--- config.mk ---
export PLATFORM = sky130hd
export DESIGN_NAME = seq_gen_moore_flat
export DESIGN_NICKNAME = d
export VERILOG_FILES = /design/src/rtl/seq_gen_moore_if.sv /design/src/rtl/seq_gen_moore.sv /design/src/flat_wrapper.sv
export SDC_FILE = /design/constraint.sdc
export NUM_CORES = 1
export LEC_CHECK = 0
export BUFFER_PORTS_ARGS = -buffer_cell sky130_fd_sc_hd__buf_2
export CORE_MARGIN = 8
export CORE_UTILIZATION = 50
export CTS_CLUSTER_DIAMETER = 200
export DETAILED_ROUTE_END_ITERATION = 16
export PLACE_DENSITY = 0.73
export SETUP_SLACK_MARGIN = 0.15
export SLEW_MARGIN = 5
export SYNTH_ARGS = -nofsm -noshare
export SYNTH_HDL_FRONTEND = slang
export SYNTH_SLANG_ARGS = --single-unit
--- constraint.sdc ---
create_clock -name clk -period 3.3 [get_ports clk]
set_input_delay 0.33 -clock clk [delete_from_list [all_inputs] [get_ports clk]]
set_output_delay 0.33 -clock clk [all_outputs]
set_load 0.05 [all_outputs]
--- src/rtl/seq_gen_moore_if.sv ---
// Control and serial-output bundle of the pattern transmitter.
// The master side (stimulus or host) drives the controls. The slave side (the transmitter) drives the serial stream and status.
interface seq_gen_moore_if #(
  parameter int PAT_W = 4,
  parameter int CNT_W = 8
);
  logic             en;
  logic             abort;
  logic             start;
  logic [PAT_W-1:0] pattern;
  logic [CNT_W-1:0] repeat_cnt;
  logic [CNT_W-1:0] gap_len;
  logic             x;
  logic             x_valid;
  logic             busy;
  logic             done;
  logic [CNT_W-1:0] reps_left;

  modport master (
    output en, abort, start, pattern, repeat_cnt, gap_len,
    input  x, x_valid, busy, done, reps_left
  );

  modport slave (
    input  en, abort, start, pattern, repeat_cnt, gap_len,
    output x, x_valid, busy, done, reps_left
  );
endinterface

--- src/rtl/seq_gen_moore.sv ---
// Serial pattern transmitter. It sends a latched pattern MSB first, repeats it, and can insert zero-gap bits between repetitions.
// All outputs are registered and decoded from the next state, so no input reaches an output combinationally.
module seq_gen_moore #(
  parameter int PAT_W = 4,
  parameter int CNT_W = 8
) (
  input  logic          clk,
  input  logic          rst,
  seq_gen_moore_if.slave bus
);
  localparam int BW = (PAT_W > 1) ? $clog2(PAT_W) : 1;
  localparam logic [BW-1:0] BIT_LAST = BW'(PAT_W - 1);

  typedef enum logic [1:0] {IDLE, SHIFT, GAP, DONE} state_e;

  state_e           state_q, state_d;
  logic [PAT_W-1:0] shreg_q, shreg_d;
  logic [PAT_W-1:0] pat_q, pat_d;
  logic [BW-1:0]    bit_cnt_q, bit_cnt_d;
  logic [CNT_W-1:0] reps_left_q, reps_left_d;
  logic [CNT_W-1:0] gap_len_q, gap_len_d;
  logic [CNT_W-1:0] gap_ctr_q, gap_ctr_d;
  logic             x_q, x_d;
  logic             x_valid_q, x_valid_d;
  logic             busy_q, busy_d;
  logic             done_q, done_d;

  always_comb begin
    // NOTE: every _d starts as its _q, so any path that does not assign a value simply holds it (en=0 included) and no latch is inferred.
    state_d     = state_q;
    shreg_d     = shreg_q;
    pat_d       = pat_q;
    bit_cnt_d   = bit_cnt_q;
    reps_left_d = reps_left_q;
    gap_len_d   = gap_len_q;
    gap_ctr_d   = gap_ctr_q;

    if (bus.abort) begin
      state_d     = IDLE;
      shreg_d     = '0;
      pat_d       = '0;
      bit_cnt_d   = '0;
      reps_left_d = '0;
      gap_len_d   = '0;
      gap_ctr_d   = '0;
    end else if (bus.en) begin
      unique case (state_q)
        IDLE: begin
          if (bus.start) begin
            pat_d     = bus.pattern;
            gap_len_d = bus.gap_len;
            if (bus.repeat_cnt == '0) begin
              state_d     = DONE;
              reps_left_d = '0;
            end else begin
              state_d     = SHIFT;
              shreg_d     = bus.pattern;
              bit_cnt_d   = BIT_LAST;
              reps_left_d = bus.repeat_cnt - CNT_W'(1);
            end
          end
        end
        SHIFT: begin
          if (bit_cnt_q != '0) begin
            shreg_d   = shreg_q << 1;
            bit_cnt_d = bit_cnt_q - BW'(1);
          end else if (reps_left_q == '0) begin
            state_d = DONE;
            shreg_d = '0;
          end else if (gap_len_q != '0) begin
            state_d   = GAP;
            shreg_d   = '0;
            gap_ctr_d = gap_len_q - CNT_W'(1);
          end else begin
            // Back-to-back repetition: reload without a bubble cycle.
            shreg_d     = pat_q;
            bit_cnt_d   = BIT_LAST;
            reps_left_d = reps_left_q - CNT_W'(1);
          end
        end
        GAP: begin
          if (gap_ctr_q == '0) begin
            state_d     = SHIFT;
            shreg_d     = pat_q;
            bit_cnt_d   = BIT_LAST;
            reps_left_d = reps_left_q - CNT_W'(1);
          end else begin
            gap_ctr_d = gap_ctr_q - CNT_W'(1);
          end
        end
        DONE:    state_d = IDLE;
        default: state_d = IDLE;
      endcase
    end

    x_d       = (state_d == SHIFT) && shreg_d[PAT_W-1];
    x_valid_d = (state_d == SHIFT);
    busy_d    = (state_d != IDLE);
    done_d    = (state_d == DONE);
  end

  always_ff @(posedge clk) begin
    // NOTE: state registers use non-blocking assignments only; the combinational block above uses blocking ones.
    if (rst) begin
      state_q     <= IDLE;
      shreg_q     <= '0;
      pat_q       <= '0;
      bit_cnt_q   <= '0;
      reps_left_q <= '0;
      gap_len_q   <= '0;
      gap_ctr_q   <= '0;
      x_q         <= 1'b0;
      x_valid_q   <= 1'b0;
      busy_q      <= 1'b0;
      done_q      <= 1'b0;
    end else begin
      state_q     <= state_d;
      shreg_q     <= shreg_d;
      pat_q       <= pat_d;
      bit_cnt_q   <= bit_cnt_d;
      reps_left_q <= reps_left_d;
      gap_len_q   <= gap_len_d;
      gap_ctr_q   <= gap_ctr_d;
      x_q         <= x_d;
      x_valid_q   <= x_valid_d;
      busy_q      <= busy_d;
      done_q      <= done_d;
    end
  end

  assign bus.x         = x_q;
  assign bus.x_valid   = x_valid_q;
  assign bus.busy      = busy_q;
  assign bus.done      = done_q;
  assign bus.reps_left = reps_left_q;
endmodule
--- src/flat_wrapper.sv ---
// flat-port wrapper written by rule: the top's interface ports become plain ports
module seq_gen_moore_flat 
#(
  parameter int PAT_W = 4,
  parameter int CNT_W = 8
)
  (clk, rst, bus_en, bus_abort, bus_start, bus_pattern, bus_repeat_cnt, bus_gap_len, bus_x, bus_x_valid, bus_busy, bus_done, bus_reps_left);
  seq_gen_moore_if #(.PAT_W(PAT_W), .CNT_W(CNT_W)) bus_i ();
  input  logic clk;
  input  logic rst;
  input wire logic [$bits(bus_i.en)-1:0] bus_en;
  input wire logic [$bits(bus_i.abort)-1:0] bus_abort;
  input wire logic [$bits(bus_i.start)-1:0] bus_start;
  input wire logic [$bits(bus_i.pattern)-1:0] bus_pattern;
  input wire logic [$bits(bus_i.repeat_cnt)-1:0] bus_repeat_cnt;
  input wire logic [$bits(bus_i.gap_len)-1:0] bus_gap_len;
  output wire logic [$bits(bus_i.x)-1:0] bus_x;
  output wire logic [$bits(bus_i.x_valid)-1:0] bus_x_valid;
  output wire logic [$bits(bus_i.busy)-1:0] bus_busy;
  output wire logic [$bits(bus_i.done)-1:0] bus_done;
  output wire logic [$bits(bus_i.reps_left)-1:0] bus_reps_left;
  assign bus_i.en = bus_en;
  assign bus_i.abort = bus_abort;
  assign bus_i.start = bus_start;
  assign bus_i.pattern = bus_pattern;
  assign bus_i.repeat_cnt = bus_repeat_cnt;
  assign bus_i.gap_len = bus_gap_len;
  assign bus_x = bus_i.x;
  assign bus_x_valid = bus_i.x_valid;
  assign bus_busy = bus_i.busy;
  assign bus_done = bus_i.done;
  assign bus_reps_left = bus_i.reps_left;
  seq_gen_moore #(.PAT_W(PAT_W), .CNT_W(CNT_W)) u_core (.clk(clk), .rst(rst), .bus(bus_i));
endmodule
# After elaboration in Yosys (flattened, before gate mapping)
# Cells that the tools add are included.
# totals
mem_count,0
elab_cells,85
ram_bits,0
reg_bits,40
rom_bits,0
input_bits,25
latch_bits,0
output_inout_bits,12
# classes
eq_ne,15
shifts,0
addsub,5
multipliers,0
n_div,0
order_cmp,0
bitwise,0
muxes,37
reduce_logical,16
# op_table
op,n
2-to-1 mux 8 bit,10
2-to-1 mux 4 bit,8
"subtractor 8 x 1 -> 8 bit, second input constant",4
2-to-1 mux 2 bit,14
logical NOT 8 bit,3
case mux 8 bit (3 select lines),1
case mux 8 bit (2 select lines),1
AND reduction 7 bit,2
"inequality test 2 bit, second input constant",6
case mux 4 bit (3 select lines),1
case mux 2 bit (4 select lines),1
nonzero test 8 bit,1
"== test 2 bit, second input constant",3
"inequality test 3 x 2 -> 1 bit, second input constant",2
case mux 2 bit (3 select lines),1
AND reduction 6 bit,1
nonzero test 2 bit,3
AND reduction 5 bit,1
"== test 2 x 1 -> 1 bit, second input constant",2
"inequality test 2 x 1 -> 1 bit, second input constant",2
AND reduction 3 bit,1
nonzero test 3 bit,1
logical NOT 2 bit,1
OR reduction 2 bit,1
other kinds (2),2

# Longest topological paths before layout
# Gate-level depths: netlist of the first run.
# depth
ltp_word,9
depth_mapped,11
ltp_nobuf,8

# Worst setup path after synthesis of the first run
# No wires, ideal clock.
# synth_timing
kind,reg2reg
startpoint,register u_core.state_q[0]
endpoint,register u_core.gap_ctr_q[6]
stages_incl_launch_ff,12
setup_ps,117
required_ps,3183
path_slack_ps,723
path_buffers,3
synth_period_minus_slack_ps,2577
arrival_ps,2459
path_cell_list,dfxtp_1 > inv_1 > ha_1 > clkbuf_1 > clkbuf_1 > clkbuf_1 > mux2i_1 > ha_1 > o21ai_0 > nor2_1 > mux2i_1 > a32o_1
# synth_via
elab_chain_cells,3
word_cells_on_any_way,9
classes_between,eq/ne (6); mux (1); reduce/logical (2)
# synth_lines
element,line_no,rtl
from (decl),seq_gen_moore.sv:16,"state_e state_q, state_d;"
from (signal assigned),seq_gen_moore.sv:117,state_q <= state_d;
== test 2 bit or == test 2 x 1 -> 1 bit (tied branches),seq_gen_moore.sv:47,unique case (state_q)
"inequality test 2 bit (no source line), or another cell as far along",n/a,
AND reduction 6 bit (no source line),n/a,
to (signal assigned),seq_gen_moore.sv:123,gap_ctr_q <= gap_ctr_d;
to (decl),seq_gen_moore.sv:22,"logic [CNT_W-1:0] gap_ctr_q, gap_ctr_d;"
# Parallel ways exist; a longest one is shown, timed or not.
# A chain may end at the register's enable or synchronous reset.

# Worst setup path after layout of the first run
# layout_timing
startpoint,register u_core.state_q[0]
endpoint,register u_core.gap_ctr_q[4]
# Same word-level chain as after synthesis.

==> results of run 1 <==
[cell type report]
class / count / area share, %
sequential: 40 / 28.0
clock buffer: 5 / 2.41
timing repair buffer: 42 / 7.88
tap: 67 / 2.93
inverter: 14 / 1.84
multi-input combinational: 251 / 55.4
clock inverter: 3 / 1.49
[cell usage after synthesis (6+ instances only)]
| cell type | instances | area, um2 |
|---|---|---|
| nand2_1 | 43 | 161 |
| o21ai_1 | 6 | 30.0 |
| a21oi_1 | 35 | 175 |
| dfxtp_1 | 40 | 801 |
| or4_1 | 6 | 45.0 |
| o21ai_0 | 8 | 40.0 |
| nor3_1 | 9 | 45.0 |
| mux2i_1 | 7 | 70.1 |
| nor2_1 | 28 | 105 |
| nand3_1 | 7 | 35.0 |
| inv_1 | 14 | 52.6 |
| ha_1 | 8 | 100 |
| nor4_1 | 6 | 37.5 |
| o22ai_1 | 7 | 43.8 |
| clkbuf_1 | 13 | 48.8 |
[cell families (layout without fill, tap and decap cells)]
| logic type | Yosys count | after routing | share of synthesized area (%) |
|---|---|---|---|
| xor+xnor | 3 | 3 | 1.05 |
| compound gates | 107 | 107 | 30.2 |
| buf+inv | 30 | 64 | 4.61 |
| fa+ha+maj | 8 | 8 | 4.01 |
| flops | 40 | 40 | 32.0 |
| mux | 7 | 7 | 2.80 |
| simple gates | 126 | 126 | 25.2 |
[state kept, by name, summed over array words and instances, names as in the netlist, 2 cells and up]
| signal | count |
|---|---|
| u_core.state_q | 2 |
| u_core.gap_len_q | 8 |
| u_core.pat_q | 4 |
| u_core.gap_ctr_q | 8 |
| u_core.bus.reps_left | 8 |
| u_core.bit_cnt_q | 2 |
| u_core.shreg_q | 4 |
[cells in the final DEF (no fill, tap or decap), types with 3 or more instances in the layout]
master	synthesis	layout
dfxtp_1	40	40
and2_1	3	3
ha_1	8	8
nor2b_1	4	4
buf_4	0	6
nand2b_1	4	4
o21a_1	3	3
nor4_1	6	6
nor3b_1	3	3
a211oi_1	5	5
o21ai_1	6	6
inv_1	14	14
o31ai_1	5	5
a21oi_1	35	35
nand3_1	7	7
or4_1	6	6
nand2_1	43	43
o211ai_1	4	4
xnor2_1	3	3
a21o_1	3	3
nor3_1	9	9
nor2_1	28	28
mux2i_1	7	7
buf_2	2	36
o21ai_0	8	8
a31oi_1	3	3
o22ai_1	7	7
clkbuf_8	0	5
[power by group through the flow]
stage / combinational [uW] / clock, uW / sequential (uW)
6_report: 213 / 406 / 508
5_1_grt: 234 / 432 / 510
4_1_cts: 212 / 414 / 508
3_5_place_dp: 211 / 0 / 519
3_3_place_gp: 209 / 0 / 519
2_1_floorplan: 137 / 0 / 532
[worst max-delay path by stage]
stage,slack (ns),depth (start not counted),to,from
floorplan,0.72,11,u_core.gap_ctr_q[6],u_core.state_q[0]
global placement,1.0,8,u_core.gap_ctr_q[4],u_core.state_q[0]
detailed placement,1.03,8,u_core.gap_ctr_q[4],u_core.state_q[0]
CTS,1.01,8,u_core.gap_ctr_q[4],u_core.state_q[0]
global route,0.73,8,u_core.gap_ctr_q[4],u_core.state_q[0]
finish,0.96,8,u_core.gap_ctr_q[4],u_core.state_q[0]
[worst reg2reg max path, stage by stage, from the launching register on]
cell and delay, ns:
dfxtp_1 0.41, inv_1 0.08, ha_1 0.35, buf_4 0.27, nor3b_1 0.15, o21ai_0 0.40
inv_1 0.12, a221oi_1 0.30, o22ai_1 0.14
[per-layer routing]
layer  wire [um]  global-route usage, %  vias up
met5           0                      0        -
met4          74                   5.48        0
met3         405                   4.16        7
met2        3030                   28.7       70
met1        3030                   21.5     1182
li1            -                      -     1263
[per-stage QoR]
step / cells / worst slack [ns]
after detailed placement: 414 / 1.03
after CTS: 422 / 1.01
after floorplan: 321 / 0.723
final: 422 / 0.964
after global placement: 414 / 0.996
after global routing: 422 / 0.735
==> flow_summary.toml, run 1 <==
[clock_network]
cts_buffers = 5
cts-root-buf = "clkbuf_8"
clk_latency_ns = 0.30
cts_tree = "built"
cts_htree_levels = 2
cts_setup_buffers = 0
clock_sinks = 40
clk_pin_slew_ns = 0.08
clk_path_buf_depth = 2
cts_hold_buf = 0
cts.repair.resized = 0

[sta]
fmax_mhz = 428
finalSetupViolations = 0
setup_tns_ns = 0
timing.hold.ws_ns = 0.262
hold_viol = 0
fin_crit_ns = 2.34
clock_skew_ns = 0.00809
finalCritPeriodShare_pct = 70.8
slew_headroom_pct = 47.4
worst_pin_slew_ns = 0.786
drv_slew = 0
rsz0062_at_grt = "false"

[critical_path]
criticalPathCategory = "reg2reg"
crit_chain = "inv_1, ha_1, buf_4, nor3b_1, o21ai_0, inv_1, a221oi_1, o22ai_1"
cp-end-kind = "flip-flop"
path_buf_inv = 3
crit_slowest_cell = "dfxtp_1"
cpMostUsedCell = "inv_1"
required_ns = 3.48
crit_arrival_ns = 2.52
r2r_cells = 8
slowest_delay_ns = 0.41
worstReg2RegEnd = "u_core.gap_ctr_q[4]"
cp-start-kind = "flip-flop"
r2r_start = "u_core.state_q[0]"
rrSetupSlack_ns = 0.96
worstPathMaxFanout = 16
cp_top_family = "compound AO/OA/AOI/OAI gates"

[synth]
syn_area_mm2 = 0.00250
ys_seq_area_share_pct = 32.0
ys_warn_count = 0
synth_edf_count = 0
synth-seq-cells = 40
synth_area_per_cell_um2 = 7.78
synthArstFlopShare_pct = 0
syn-num-nets = 354
syn_inst = 321
synth_top_flop_cell = "dfxtp_1"
yosysUniqueCellTypes = 64

[global_route]
grt_usage_pct = 17.4
antenna_found_initial = 0
grt_pass1_vias = 2313
grt_pass1_wl_um = 10600
grt_max_degree = 33
grt-ovfl-total = 0

[power]
pwr-share-seq_pct = 45.1
p_comb_share_pct = 18.9
p_total_uw = 1130
p_leak_uw = 0.00110
p_sw_uw = 328
p_int_uw = 799
clkPwrFrac_pct = 36.0
p_per_area_mw_per_mm2 = 395
ir_drop_uv = 321
switching_share_pct = 29.1

[die]
io-pin-count = 37
core_mm2 = 0.00479
start_util_pct = 52.2
fp.dieH_um = 86.7
dieArea_mm2 = 0.00752
die_w_um = 86.7
rows = 25

[finish]
seqCellArea_um2 = 801
drive_gt1_share_pct = 18.3
fin_util_pct = 59.7
fillers = 433
multi_input_area_mm2 = 0.00158
area_growth_pct = 14.3
fin_nets = 387
diodes = 0
finalInstanceArea_mm2 = 0.00286

[min_path]
hold_depth = 3
hold_path.class = "in2reg"
hold_end = "u_core.gap_len_q[2]"
min_from = "bus_gap_len[2]"

[flow_run]
drv_cap = 0

[place]
placed_area_mm2 = 0.00275
routabilityCongestion = 0.940
io_buffer_count = 36
hpwl_um = 4870

[detailed_routing]
vias = 2522
drc = 0
drtPass1Iterations = 5
drt_iter0_markers = 186
wl_um = 6540
ant_nets = 0
vias_per_cell = 5.98
wl_per_cell_um = 15.5

[run_status]
outcome = "complete, no violations"
(Power assumes the default switching activity.)
==> run 2: changes to the inputs <==
--- a/config.mk
+++ b/config.mk
@@ -10,7 +10,7 @@
 export CORE_UTILIZATION = 50
 export CTS_CLUSTER_DIAMETER = 200
 export DETAILED_ROUTE_END_ITERATION = 16
-export PLACE_DENSITY = 0.73
+export PLACE_DENSITY = 0.76
 export SETUP_SLACK_MARGIN = 0.15
 export SLEW_MARGIN = 5
 export SYNTH_ARGS = -nofsm -noshare
==> constraint.sdc (replaced) <==
create_clock -name clk -period 2 [get_ports clk]
set_input_delay 0.2 -clock clk [delete_from_list [all_inputs] [get_ports clk]]
set_output_delay 0.2 -clock clk [all_outputs]
set_load 0.05 [all_outputs]
==> flow_summary.toml, run 2 (synthesis gave the netlist of run 1 again) <==
[run_status]
outcome = "complete, but fails checks"
violations = "negative setup slack"

[clock_network]
clk_pin_slew_ns = 0.08
clk_latency_ns = 0.30
cts_buffers = 5
cts_tree = "built"
clock_sinks = 40
cts-root-buf = "clkbuf_8"
cts_hold_buf = 0
cts_htree_levels = 2
clk_path_buf_depth = 2

[global_route]
grt_max_degree = 18
met3_usage_pct = 3.59
grt-ovfl-total = 0
grt_pass1_wl_um = 12000
antenna_found_initial = 0
top_usage_layer = "met2"
grt_usage_pct = 19.7
use_met1_pct = 25.0
grt_pass1_vias = 2580
grtUsageMet2_pct = 32.4

[power]
p_comb_share_pct = 27.6
p_sw_uw = 593
pwr-share-seq_pct = 44.4
p_int_uw = 1290
p_per_area_mw_per_mm2 = 529
switching_share_pct = 31.6
clkPwrFrac_pct = 28.1
p_leak_uw = 0.00141
ir_drop_uv = 436

[critical_path]
crit_arrival_ns = 2.28
r2r_start = "u_core.gap_len_q[4]"
worstPathMaxFanout = 7
rrSetupSlack_ns = -0.07
cp-start-kind = "flip-flop"
criticalPathCategory = "reg2reg"
r2r_cells = 7
cp-end-kind = "flip-flop"
required_ns = 2.20
worstReg2RegEnd = "u_core.bus.reps_left[5]"

[finish]
fin_nets = 438
drive_gt1_share_pct = 40.1
layout_common_cells = "buf_4 (48), nand2_1 (42), buf_2 (36)"
fillers = 347
final_common_cell = "buf_4"
multi_input_area_mm2 = 0.00183
diodes = 0
finalInstanceArea_mm2 = 0.00355
seqCellArea_um2 = 821
area_growth_pct = 42.1

[sta]
finalCritPeriodShare_pct = 104
clock_skew_ns = 0.00506
drv_slew = 0
fin_crit_ns = 2.07
worst_pin_slew_ns = 0.522
finalSetupViolations = 4
rsz0062_at_grt = "true"
setup_ws_ns = -0.0722
setup_tns_ns = -0.132
slew_headroom_pct = 64.9
fmax_mhz = 483
hold_viol = 0

[min_path]
hold_depth = 3
hold_path.class = "in2reg"
hold_end = "u_core.gap_len_q[2]"
min_from = "bus_gap_len[2]"

[detailed_routing]
drc = 0
wl_um = 8300
drtPass1Iterations = 5
vias_per_cell = 6.19
drt_iter0_markers = 286
vias = 2929
ant_nets = 0
wl_per_cell_um = 17.5

[die]
rows = 25
die_w_um = 86.7
start_util_pct = 52.2
dieArea_mm2 = 0.00752
fp.dieH_um = 86.7
core_mm2 = 0.00479
io-pin-count = 37

[flow_run]
drv_cap = 0

[place]
routabilityCongestion = 0.953
placed_area_mm2 = 0.00303
hpwl_um = 5210
io_buffer_count = 36
==> run 2: cell types whose count changed in the layout (fill, tap and decap cells not counted), sizes merged <==
cell and delta:
buf +51, bufinv -1, clkbuf +1
==> run 2: per-layer routing <==
layer / wire, um / up-vias / share of wire, %
li1: - / 1360 / -
met1: 3510 / 1407 / 42
met2: 4060 / 144 / 49
met3: 546 / 18 / 6.6
met4: 183 / 0 / 2.2
met5: 0 / - / 0
==> run 2: what timing repair did <==
item	CTS	global route
setup buffers	8	18
resized for setup	13	35
pin swaps	8	21
setup endpoints to repair	23	28
==> run 2: cell type report <==
type | count | area share [%]
clock buffer | 6 | 2.04
clock inverter | 2 | 0.352
inverter | 14 | 1.69
multi-input combinational | 251 | 51.6
sequential | 40 | 23.1
tap | 67 | 2.36
timing repair buffer | 93 | 18.8
==> run 2: per-stage QoR <==
step	utilization [%]	hold slack (ns)	instances	power [uW]	setup slack [ns]
2_1_floorplan	-	0.328	321	1130	-0.0299
3_3_place_gp	63.4	0.443	439	1250	0.0707
3_5_place_dp	63.4	0.449	439	1260	0.0305
4_1_cts	68.3	0.133	455	1820	0.0531
5_1_grt	74.2	0.138	473	1960	-0.127
6_report	74.2	0.138	473	1880	-0.0722
==> run 2: how the worst max path moves through the flow <==
stage | startpoint | to | cells past startpoint
2_1_floorplan | u_core.state_q[0] | u_core.gap_ctr_q[6] | 11
3_3_place_gp | u_core.gap_len_q[1] | u_core.bus.x_valid | 5
3_5_place_dp | u_core.gap_len_q[1] | u_core.bus.x_valid | 5
4_1_cts | u_core.gap_len_q[7] | u_core.bus.x_valid | 5
5_1_grt | u_core.gap_len_q[4] | u_core.bus.reps_left[5] | 7
6_report | u_core.gap_len_q[4] | u_core.bus.reps_left[5] | 7
==> run 2: critical path: stages, from the launching register on <==
cell	delay, ns
dfxtp_1	0.33
or4_4	0.58
buf_12	0.15
a2111oi_4	0.20
o211ai_2	0.17
buf_6	0.17
buf_4	0.13
o32ai_2	0.25
==> run 2: power groups by stage <==
stage / logic, uW / clock network, uW / registers (uW)
floorplan: 251 / 0 / 879
global placement: 397 / 0 / 852
detailed placement: 405 / 0 / 852
CTS: 444 / 539 / 834
global route: 555 / 573 / 836
finish: 518 / 527 / 834
